--- config.mk ---
export PLATFORM = sky130hd
export DESIGN_NAME = vga_frame_reader
export DESIGN_NICKNAME = d
export VERILOG_FILES = /design/src/rtl/vga_frame_reader.sv
export SDC_FILE = /design/constraint.sdc
export NUM_CORES = 1
export LEC_CHECK = 0
export ABC_AREA = 1
export CORE_ASPECT_RATIO = 1.25
export CORE_UTILIZATION = 39
export DETAILED_ROUTE_END_ITERATION = 10
export PLACE_DENSITY_LB_ADDON = 0.3
export SLEW_MARGIN = 25
export SYNTH_ARGS = -nofsm -noshare
export SYNTH_HDL_FRONTEND = slang
export SYNTH_SLANG_ARGS = --single-unit
--- constraint.sdc ---
create_clock -name clk -period 2.3 [get_ports clk]
set_input_delay 0.23 -clock clk [delete_from_list [all_inputs] [get_ports clk]]
set_output_delay 0.23 -clock clk [all_outputs]
set_load 0.01 [all_outputs]
--- src/rtl/vga_frame_reader.sv ---
// 640x480@60 scanout of a scaled greyscale image window read from a synchronous pixel memory.
// Optional one-pixel white frame around the window: define VGA_FRAME_READER_BORDER_EN.
module vga_frame_reader #(
   parameter int IMG_W      = 32,
   parameter int IMG_H      = 32,
   parameter int SCALE_LOG2 = 3,
   parameter int X0         = 192,
   parameter int Y0         = 112,
   parameter int BASE_ADR   = 0
) (
   input  logic       clk,
   input  logic       reset,
   input  logic       enable,
   output logic [9:0] vga_adr,
   input  logic [7:0] vga_pixel,
   output logic       vga_clk,
   output logic       hsync_n,
   output logic       vsync_n,
   output logic       blank_n,
   output logic [7:0] r,
   output logic [7:0] g,
   output logic [7:0] b,
   output logic       frame_start
);

   localparam logic [9:0] H_LAST   = 10'd799;
   localparam logic [9:0] V_LAST   = 10'd524;
   localparam logic [9:0] H_VIS    = 10'd640;
   localparam logic [9:0] V_VIS    = 10'd480;
   localparam logic [9:0] HS_FIRST = 10'd656;
   localparam logic [9:0] HS_LAST  = 10'd751;
   localparam logic [9:0] VS_FIRST = 10'd490;
   localparam logic [9:0] VS_LAST  = 10'd491;
   localparam int         X1       = X0 + (IMG_W << SCALE_LOG2);
   localparam int         Y1       = Y0 + (IMG_H << SCALE_LOG2);
   localparam logic [9:0] BASE10   = 10'(BASE_ADR);

   typedef enum logic {IDLE, SCAN} state_t;

   state_t     state, nextState;
   logic       phase, tick;
   logic [9:0] h, v;

   logic       visible, hsyncN, vsyncN, inWin, onRing;
   logic [9:0] colIdx, rowIdx, winAdr;

   // First-stage copies of the decode, aligned with the memory read latency
   logic       hs1, vs1, bl1, win1, ring1;
   logic [7:0] pix;

   always_ff @(posedge clk or posedge reset) begin
      if (reset) state <= IDLE;
      else       state <= nextState;
   end

   always_comb begin
      // NOTE: every always_comb output gets a default first so no path can infer a latch.
      nextState = state;
      tick      = 1'b0;
      case (state)
         IDLE:    if (enable) nextState = SCAN;
         SCAN:    if (!enable) nextState = IDLE;
                  else tick = ~phase;
         default: nextState = IDLE;
      endcase
   end

   always_ff @(posedge clk or posedge reset) begin
      // NOTE: sequential state uses non-blocking assignments so every register samples pre-edge values.
      if (reset) begin
         phase <= 1'b0;
         h     <= '0;
         v     <= '0;
      end else if (!enable) begin
         phase <= 1'b0;
         h     <= '0;
         v     <= '0;
      end else if (state == SCAN) begin
         phase <= ~phase;
         if (tick) begin
            if (h == H_LAST) begin
               h <= '0;
               v <= (v == V_LAST) ? 10'd0 : v + 10'd1;
            end else begin
               h <= h + 10'd1;
            end
         end
      end
   end

   assign visible = (h < H_VIS) && (v < V_VIS);
   assign hsyncN  = !((h >= HS_FIRST) && (h <= HS_LAST));
   assign vsyncN  = !((v >= VS_FIRST) && (v <= VS_LAST));
   assign inWin   = (int'(h) >= X0) && (int'(h) < X1) && (int'(v) >= Y0) && (int'(v) < Y1);

`ifdef VGA_FRAME_READER_BORDER_EN
   assign onRing = !inWin && (int'(h) >= X0 - 1) && (int'(h) <= X1)
                          && (int'(v) >= Y0 - 1) && (int'(v) <= Y1);
`else
   assign onRing = 1'b0;
`endif

   // Address arithmetic wraps mod 1024 by construction of the 10-bit terms
   assign colIdx = (h - 10'(X0)) >> SCALE_LOG2;
   assign rowIdx = (v - 10'(Y0)) >> SCALE_LOG2;
   assign winAdr = BASE10 + 10'(rowIdx * IMG_W) + colIdx;

   always_ff @(posedge clk or posedge reset) begin
      if (reset) begin
         vga_adr     <= BASE10;
         vga_clk     <= 1'b0;
         frame_start <= 1'b0;
         hs1         <= 1'b1;
         vs1         <= 1'b1;
         bl1         <= 1'b0;
         win1        <= 1'b0;
         ring1       <= 1'b0;
         hsync_n     <= 1'b1;
         vsync_n     <= 1'b1;
         blank_n     <= 1'b0;
         pix         <= 8'h00;
      end else if (!enable) begin
         vga_adr     <= BASE10;
         vga_clk     <= 1'b0;
         frame_start <= 1'b0;
         hs1         <= 1'b1;
         vs1         <= 1'b1;
         bl1         <= 1'b0;
         win1        <= 1'b0;
         ring1       <= 1'b0;
         hsync_n     <= 1'b1;
         vsync_n     <= 1'b1;
         blank_n     <= 1'b0;
         pix         <= 8'h00;
      end else begin
         vga_clk     <= tick;
         frame_start <= tick && (h == 10'd0) && (v == 10'd0);
         if (tick) begin
            vga_adr <= inWin ? winAdr : BASE10;
            hs1     <= hsyncN;
            vs1     <= vsyncN;
            bl1     <= visible;
            win1    <= inWin;
            ring1   <= onRing;
            hsync_n <= hs1;
            vsync_n <= vs1;
            blank_n <= bl1;
            if (bl1 && win1)       pix <= vga_pixel;
            else if (bl1 && ring1) pix <= 8'hFF;
            else                   pix <= 8'h00;
         end
      end
   end

   assign r = pix;
   assign g = pix;
   assign b = pix;

endmodule
==> summary.md, run 1 <==
| Metric | Value |
|---|---|
| Internal power | 1.33 mW |
| Reg power frac | 51.9% |
| Most common cell after layout, fill and taps aside | sky130_fd_sc_hd__nand2_1 |
| Mapped Area | roughly 2900 um2 |
| Insertion delay to the later sink of the worst-skew pair | ~310 ps |
| RSZ-0062 raised after global routing | no |
| Simple-gate portion of the synthesized area | between 20% and 30% |
| Count of unique library cells instantiated by Yosys | 30 |
| 1st-iter DRT viols | 118 |
| Post-layout nets | 434 |
| Global routing usage summed across all routing layers | about 18% |
| Synth Area in XOR/XNOR | between 2 and 2.5% |
| Terminus of the critical flop-to-flop path | vga_adr[9]$_DFFE_PP0P_ |
| Share of final-layout standard cells stronger than drive strength 1 | 8.03% |
| Pins Over Slew Limit | 0 |
| Setup Fix Bufs, Post-CTS | 0 |
| Number of max-cap violations | 0 |
| TritonCTS buffer count | 5 |
| Arrival time at the worst endpoint | 2200 ps |
| Routability congestion estimate | 0.920 |
| Most frequent cells in the layout | 106 x sky130_fd_sc_hd__nand2_1, 49 x sky130_fd_sc_hd__clkdlybuf4s50_1, 45 x sky130_fd_sc_hd__dfrtp_1 |
| Total number of yosys warnings | 0 |
| Std-Cell Rows | 34 |
| Net count after synthesis | ~400 |
| Main combinational cell family by area after synthesis | simple AND/OR/NAND/NOR gates |
| Detailed-route via count | ~2.4k |
| Final hold vios | 0 |
| Diodes inserted | 0 |
| Number of buffers on the longest clock path | 2 |
| Share of synthesized area spent on multiplexers | 0% |
| Half-perimeter wire length after detailed placement | roughly 4.8 mm |
| Worst-path fanout max | 7 |
| Setup clock skew after layout | 8.77 ps |
| Tcrit/Tclk final | approximately 87% |
| Average wire per standard cell | 12.8 um |
| Switching Power | 0.472 mW |
| Number of instances resized during post-cts repair | 0 |
| Result of the run | completed |
| Worst reg2reg setup slack | 310 ps |
| Worst slew pin tran | 628 ps |
| Antenna violations before repair | 0 |
| Finish-stage setup viols | 0 |
| Start of the worst register-to-register path | h[6]$_DFFE_PP0P_ |
| Switching fraction of total power | 26.2% |
| Effective utilization at floorplan | 41.0% |
| Placed Instance Area | 3360 um2 |
| Portion of the post-synthesis area used by sequential elements | 42.2% |
| Global-route wire length before repair | 11.1 mm |
| Global route total overflow | 0 |
| WS Path Type | reg2reg |
| Worst-path clk slew | 90 ps |
| X dimension of the die | 79.3 um |
| Setup total negative slack | 0 ps |
| Number of antenna-violating nets in the routed design | 0 |
| Detailed-routing iteration count for the pre-antenna-repair pass | 4 |
| DIE AREA | 7830 um2 |
| Required time at the endpoint of the critical path | about 2500 ps |
| Worst setup path start | h[6]$_DFFE_PP0P_ |
| Total routed wirelength | 6.41 mm |
| Num Clock Sinks | a little under 50 |
| DIE HEIGHT | between 90 and 100 um |
| Clock power share | 36.1% |
| Vias per Instance | around 4.8 |
| Mean post-synth cell area | around 7.8 um2 |
| Clock tree root buffer cell | sky130_fd_sc_hd__clkbuf_8 |
| Comb power frac | around an eighth |
| Pin count of the biggest net entering global routing | 50 |
| Count of buffers inserted at the top-level ports | 49 |
| Hold bufs inserted after CTS | 0 |
| Leak | 1.66 nW |
| Shortest period the worst path allows | between 1500 and 2000 ps |
| Top achievable clock speed | roughly 500 MHz |
| Ratio of total power to cell area | 519 nW/um2 |
| Count of unresolved DRC violations after routing | 0 |
| Adder-cell share of the synthesized area | 5.84% |
| Critical Path Sink Type | flip-flop |
| Max rail drop VDD | 247 uV |
| Worst rel slew slack | 58.1% |
| Cell count after synthesis | 375 |
| P&R area growth vs syn | 19.3% |
| Type of the worst min-delay path | in2async |
| Worst Reg2Reg Path Length in Cells | 10 |
| Synthesis-stage register bit count | 49 |
| Startpoint type of the worst setup path | flip-flop |
| Post-synthesis compound-gate area fraction | about 7.5% |
| Top-level port count | 50 |
| H-tree Lvls | 2 |
| Vias in the first global route | about 2.4k |
| Core outline area | 7100 um2 |
| Clock tree from TritonCTS | built |
| Post-route design area | about 3500 um2 |
[cells in the mapped netlist (all sizes together)]
master / instances / area share (%)
nand2: 112 / 15
inv: 47 / 6.1
dfrtp: 45 / 39
nor2: 38 / 5.2
o21ai: 31 / 5.7
nand3: 29 / 5.8
buf: 24 / 6.1
ha: 12 / 5.2
a21oi: 7 / 1.6
nor3: 7 / 1.4
nand4: 6 / 1.3
xor2: 6 / 1.8
dfstp: 4 / 3.6
nand3b: 2 / 0.51
xnor2: 2 / 0.60
fa: 1 / 0.69
nor4: 1 / 0.21
o22ai: 1 / 0.21
[worst max-delay path: stages, from the launching register on]
cell	delay [ps]
sky130_fd_sc_hd__dfrtp_1	460
sky130_fd_sc_hd__ha_1	270
sky130_fd_sc_hd__xnor2_1	190
sky130_fd_sc_hd__ha_1	230
sky130_fd_sc_hd__fa_1	400
sky130_fd_sc_hd__nand4_1	120
sky130_fd_sc_hd__nand2_1	60
sky130_fd_sc_hd__inv_1	40
sky130_fd_sc_hd__nor2_1	30
sky130_fd_sc_hd__nand2_1	50
sky130_fd_sc_hd__nand2_1	40
[sequential cells by signal, indices dropped and copies added, names as in the netlist]
register     flops
vs1              1
hsync_n          1
h               10
frame_start      1
hs1              1
vga_adr         10
win1             1
b                8
bl1              1
state            1
vga_clk          1
v               10
vsync_n          1
phase            1
blank_n          1
[power by group through the flow]
stage               registers (mW)  logic, mW  clock network, mW
finish                       0.938      0.217              0.651
detailed placement           0.954      0.219                  0
global placement             0.954      0.216                  0
floorplan                    0.946      0.155                  0
CTS                          0.938      0.221              0.670
global route                 0.944      0.252              0.702
[through the flow]
stage | instances | total power, mW | worst slack, ps | util [%] | hold slack (ps)
5_1_grt | 501 | 1.90 | 149 | 49.0 | 468
3_5_place_dp | 493 | 1.17 | 321 | 47.3 | 464
4_1_cts | 501 | 1.83 | 307 | 49.0 | 426
6_report | 501 | 1.81 | 310 | 49.0 | 399
3_3_place_gp | 493 | 1.17 | 359 | 47.3 | 464
2_1_floorplan | 375 | 1.10 | 444 | - | 261
[per-layer routing]
metal	track usage, %	wire (um)	vias up
met3	3.15	304	8
met1	22.0	2840	1108
met2	31.2	3160	69
li1	-	-	1233
met4	5.73	105	0
met5	0	0	-
[logic make-up (layout without fill, tap and decap cells)]
group                    Yosys count  after routing
AND/OR/NAND/NOR                  195            195
flip-flops                        49             49
adder cells (fa/ha/maj)           13             13
AO/OA/AOI/OAI                     39             39
buffers and inverters             71            107
XOR/XNOR                           8              8
[worst max-delay path by stage]
stage / end / cells after the start / slack [ps]
5_1_grt: vga_adr[9]$_DFFE_PP0P_ / 9 / 150
4_1_cts: vga_adr[9]$_DFFE_PP0P_ / 10 / 310
6_report: vga_adr[9]$_DFFE_PP0P_ / 10 / 310
3_3_place_gp: vga_adr[9]$_DFFE_PP0P_ / 10 / 360
2_1_floorplan: vga_adr[9]$_DFFE_PP0P_ / 10 / 440
3_5_place_dp: vga_adr[9]$_DFFE_PP0P_ / 10 / 320
[cell type report]
type,instances,area (um2)
tap,90,113
inverter,47,176
sequential,49,1230
timing repair buffer,52,513
multi-input combinational,255,1330
clock buffer,7,86.3
clock inverter,1,30.0
fill,676,3630
Power figures use the tool's default switching activity.
==> run 2, diff against run 1 <==
--- a/config.mk
+++ b/config.mk
@@ -6,10 +6,12 @@
 export NUM_CORES = 1
 export LEC_CHECK = 0
 export ABC_AREA = 1
+export CAP_MARGIN = 40
 export CORE_ASPECT_RATIO = 1.25
 export CORE_UTILIZATION = 39
 export DETAILED_ROUTE_END_ITERATION = 10
 export PLACE_DENSITY_LB_ADDON = 0.3
+export REMOVE_ABC_BUFFERS = 1
 export SLEW_MARGIN = 25
 export SYNTH_ARGS = -nofsm -noshare
 export SYNTH_HDL_FRONTEND = slang
==> constraint.sdc (replaced) <==
create_clock -name clk -period 2.3 [get_ports clk]
set_input_delay 0.23 -clock clk [delete_from_list [all_inputs] [get_ports clk]]
set_output_delay 0.23 -clock clk [all_outputs]
set_load 0.05 [all_outputs]
==> run 2 against run 1 <==
  * Non-clock buffer count grew 2
  * Total power rose by 1.2%
  * Sequential power barely moved
  * Wire length shrank 0.44%
  * Hold slack got worse by 120 ps
==> summary.md, run 2 (synthesis gave the netlist of run 1 again) <==
| Metric | Value |
|---|---|
| Count of unresolved DRC violations after routing | 0 |
| WS Path Type | reg2reg |
| Most common cell after layout, fill and taps aside | sky130_fd_sc_hd__nand2_1 |
| Num Clock Sinks | 49 |
| RSZ-0062 raised after global routing | no |
| P&R area growth vs syn | 20.4% |
| Half-perimeter wire length after detailed placement | about 4.8 mm |
| Pins Over Slew Limit | 0 |
| Effective utilization at floorplan | 41.0% |
| Vias in the first global route | 2390 |
| Clock tree from TritonCTS | built |
| X dimension of the die | roughly 79 um |
| H-tree Lvls | 2 |
| Number of buffers on the longest clock path | 2 |
| Required time at the endpoint of the critical path | 2500 ps |
| Post-layout nets | 436 |
| Tcrit/Tclk final | roughly nine tenths |
| Critical-path cell with the highest stage delay | sky130_fd_sc_hd__dfrtp_1 |
| Worst rel slew slack | 66.2% |
| Type of the worst min-delay path | in2async |
| TritonCTS buffer count | 5 |
| Global route total overflow | 0 |
| Shortest period the worst path allows | 2030 ps |
| Core outline area | 7100 um2 |
| Min Hold Slack | 283 ps |
| Registers with the highest flip-flop counts | h (10), v (10), vga_adr (10) |
| 1st-iter DRT viols | 161 |
| Routability congestion estimate | 0.930 |
| Setup Fix Bufs, Post-CTS | 0 |
| Result of the run | completed |
| Max rail drop VDD | between 300 and 400 uV |
| Number of antenna-violating nets in the routed design | 0 |
| Slack of the critical path | 265 ps |
| Most frequent cells in the layout | 106 x sky130_fd_sc_hd__nand2_1, 49 x sky130_fd_sc_hd__clkdlybuf4s50_1, 45 x sky130_fd_sc_hd__dfrtp_1 |
| DIE HEIGHT | 98.7 um |
| Placed Cells | 495 |
| Clock tree root buffer cell | sky130_fd_sc_hd__clkbuf_8 |
| Antenna violations before repair | 0 |
| Setup clock skew after layout | 11.6 ps |
| Worst reg2reg setup slack | around 270 ps |
| Sequence of cells on the critical path | ha_1 > xnor2_1 > ha_1 > fa_1 > nand4_1 > nand2_1 > inv_1 > nor2_1 > nand2_1 > nand2_1 |
| Setup total negative slack | 0 ps |
| Critical Path Sink Type | flip-flop |
| Worst-path clk slew | 100 ps |
| Insertion delay to the later sink of the worst-skew pair | roughly 300 ps |
| Hold bufs inserted after CTS | 0 |
| Detailed-route via count | 2511 |
| DIE AREA | 7830 um2 |
| Detailed-routing iteration count for the pre-antenna-repair pass | 4 |
| Top achievable clock speed | 491 MHz |
| Dpl ws | 291 ps |
| Final hold vios | 0 |
| Number of max-cap violations | 0 |
| Ratio of total power to cell area | around 520 nW/um2 |
| Total routed wirelength | 6.38 mm |
| Global routing usage summed across all routing layers | 17.5% |
| Average wire per standard cell | 12.7 um |
| Crit path max-delay family | adder cells |
| Std-Cell Rows | 34 |
| Pin count of the biggest net entering global routing | 50 |
| Worst Path Buf+Inv | 1 |
| Share of final-layout standard cells stronger than drive strength 1 | 8.72% |
| Cell seen most often among critical-path stages | sky130_fd_sc_hd__nand2_1 |
| Finish-stage setup viols | 0 |
| Count of buffers inserted at the top-level ports | ~50 |
| Diodes inserted | 0 |
| Peak per-stage delay on the critical path | 470 ps |
| Arrival time at the worst endpoint | 2230 ps |
| Final Non-Filler Cells | 503 |
| Leak | 1.67 nW |
| Worst slew pin tran | between 500 and 600 ps |
| Number of instances resized during post-cts repair | 0 |
| Core Util, Final | 49.4% |
| Vias per Instance | 4.99 |
| Worst-path fanout max | 7 |
| Top-level port count | 50 |
| Global-route wire length before repair | approximately 11 mm |
| Startpoint type of the worst setup path | flip-flop |
## run 2: worst min-delay path, stage by stage
cell                              delay (ps)
sky130_fd_sc_hd__clkdlybuf4s50_1         420
sky130_fd_sc_hd__inv_2                    70
sky130_fd_sc_hd__buf_12                  250
## run 2: cell type report
class	instances	area, um2
Multi-Input combinational cell	255	1330
Clock inverter	2	37.5
Fill cell	701	3590
Timing Repair Buffer	54	541
Tap cell	90	113
Sequential cell	49	1230
Clock buffer	6	82.6
Inverter	47	176
## run 2: per-layer routing
metal	global-route usage [%]	up-vias	part of all wire (%)	wire length (um)
met2	31.7	83	51	3260
met4	4.62	0	0.99	63
met5	0	-	0	0
met1	21.4	1187	43	2740
met3	2.78	6	4.9	311
li1	-	1235	-	-
## run 2: where the power goes
part	leakage (nW)	switching [mW]	internal (mW)
registers	0.661	0.0442	0.894
logic	0.955	0.152	0.0887
clock network	0.0574	0.293	0.354
## run 2: final timing paths
check                             startpoint                endpoint  cells after the start
setup / recovery            h[6]$_DFFE_PP0P_  vga_adr[9]$_DFFE_PP0P_                     10
setup reg to reg            h[6]$_DFFE_PP0P_  vga_adr[9]$_DFFE_PP0P_                     10
min in group clk           phase$_DFFE_PP0P_       phase$_DFFE_PP0P_                      2
hold / removal                         reset  vga_adr[7]$_DFFE_PP0P_                      3
hold reg to reg            phase$_DFFE_PP0P_       phase$_DFFE_PP0P_                      2
max in group asynchronous              reset         vs1$_DFFE_PP1P_                      3
## run 2: per-stage QoR
| step | total power, mW | instance area [um2] |
|---|---|---|
| after CTS | 1.85 | 3510 |
| after detailed placement | 1.20 | 3390 |
| after global routing | 1.93 | 3510 |
| after floorplan | 1.11 | 2740 |
| after global placement | 1.20 | 3390 |
| final | 1.83 | 3510 |
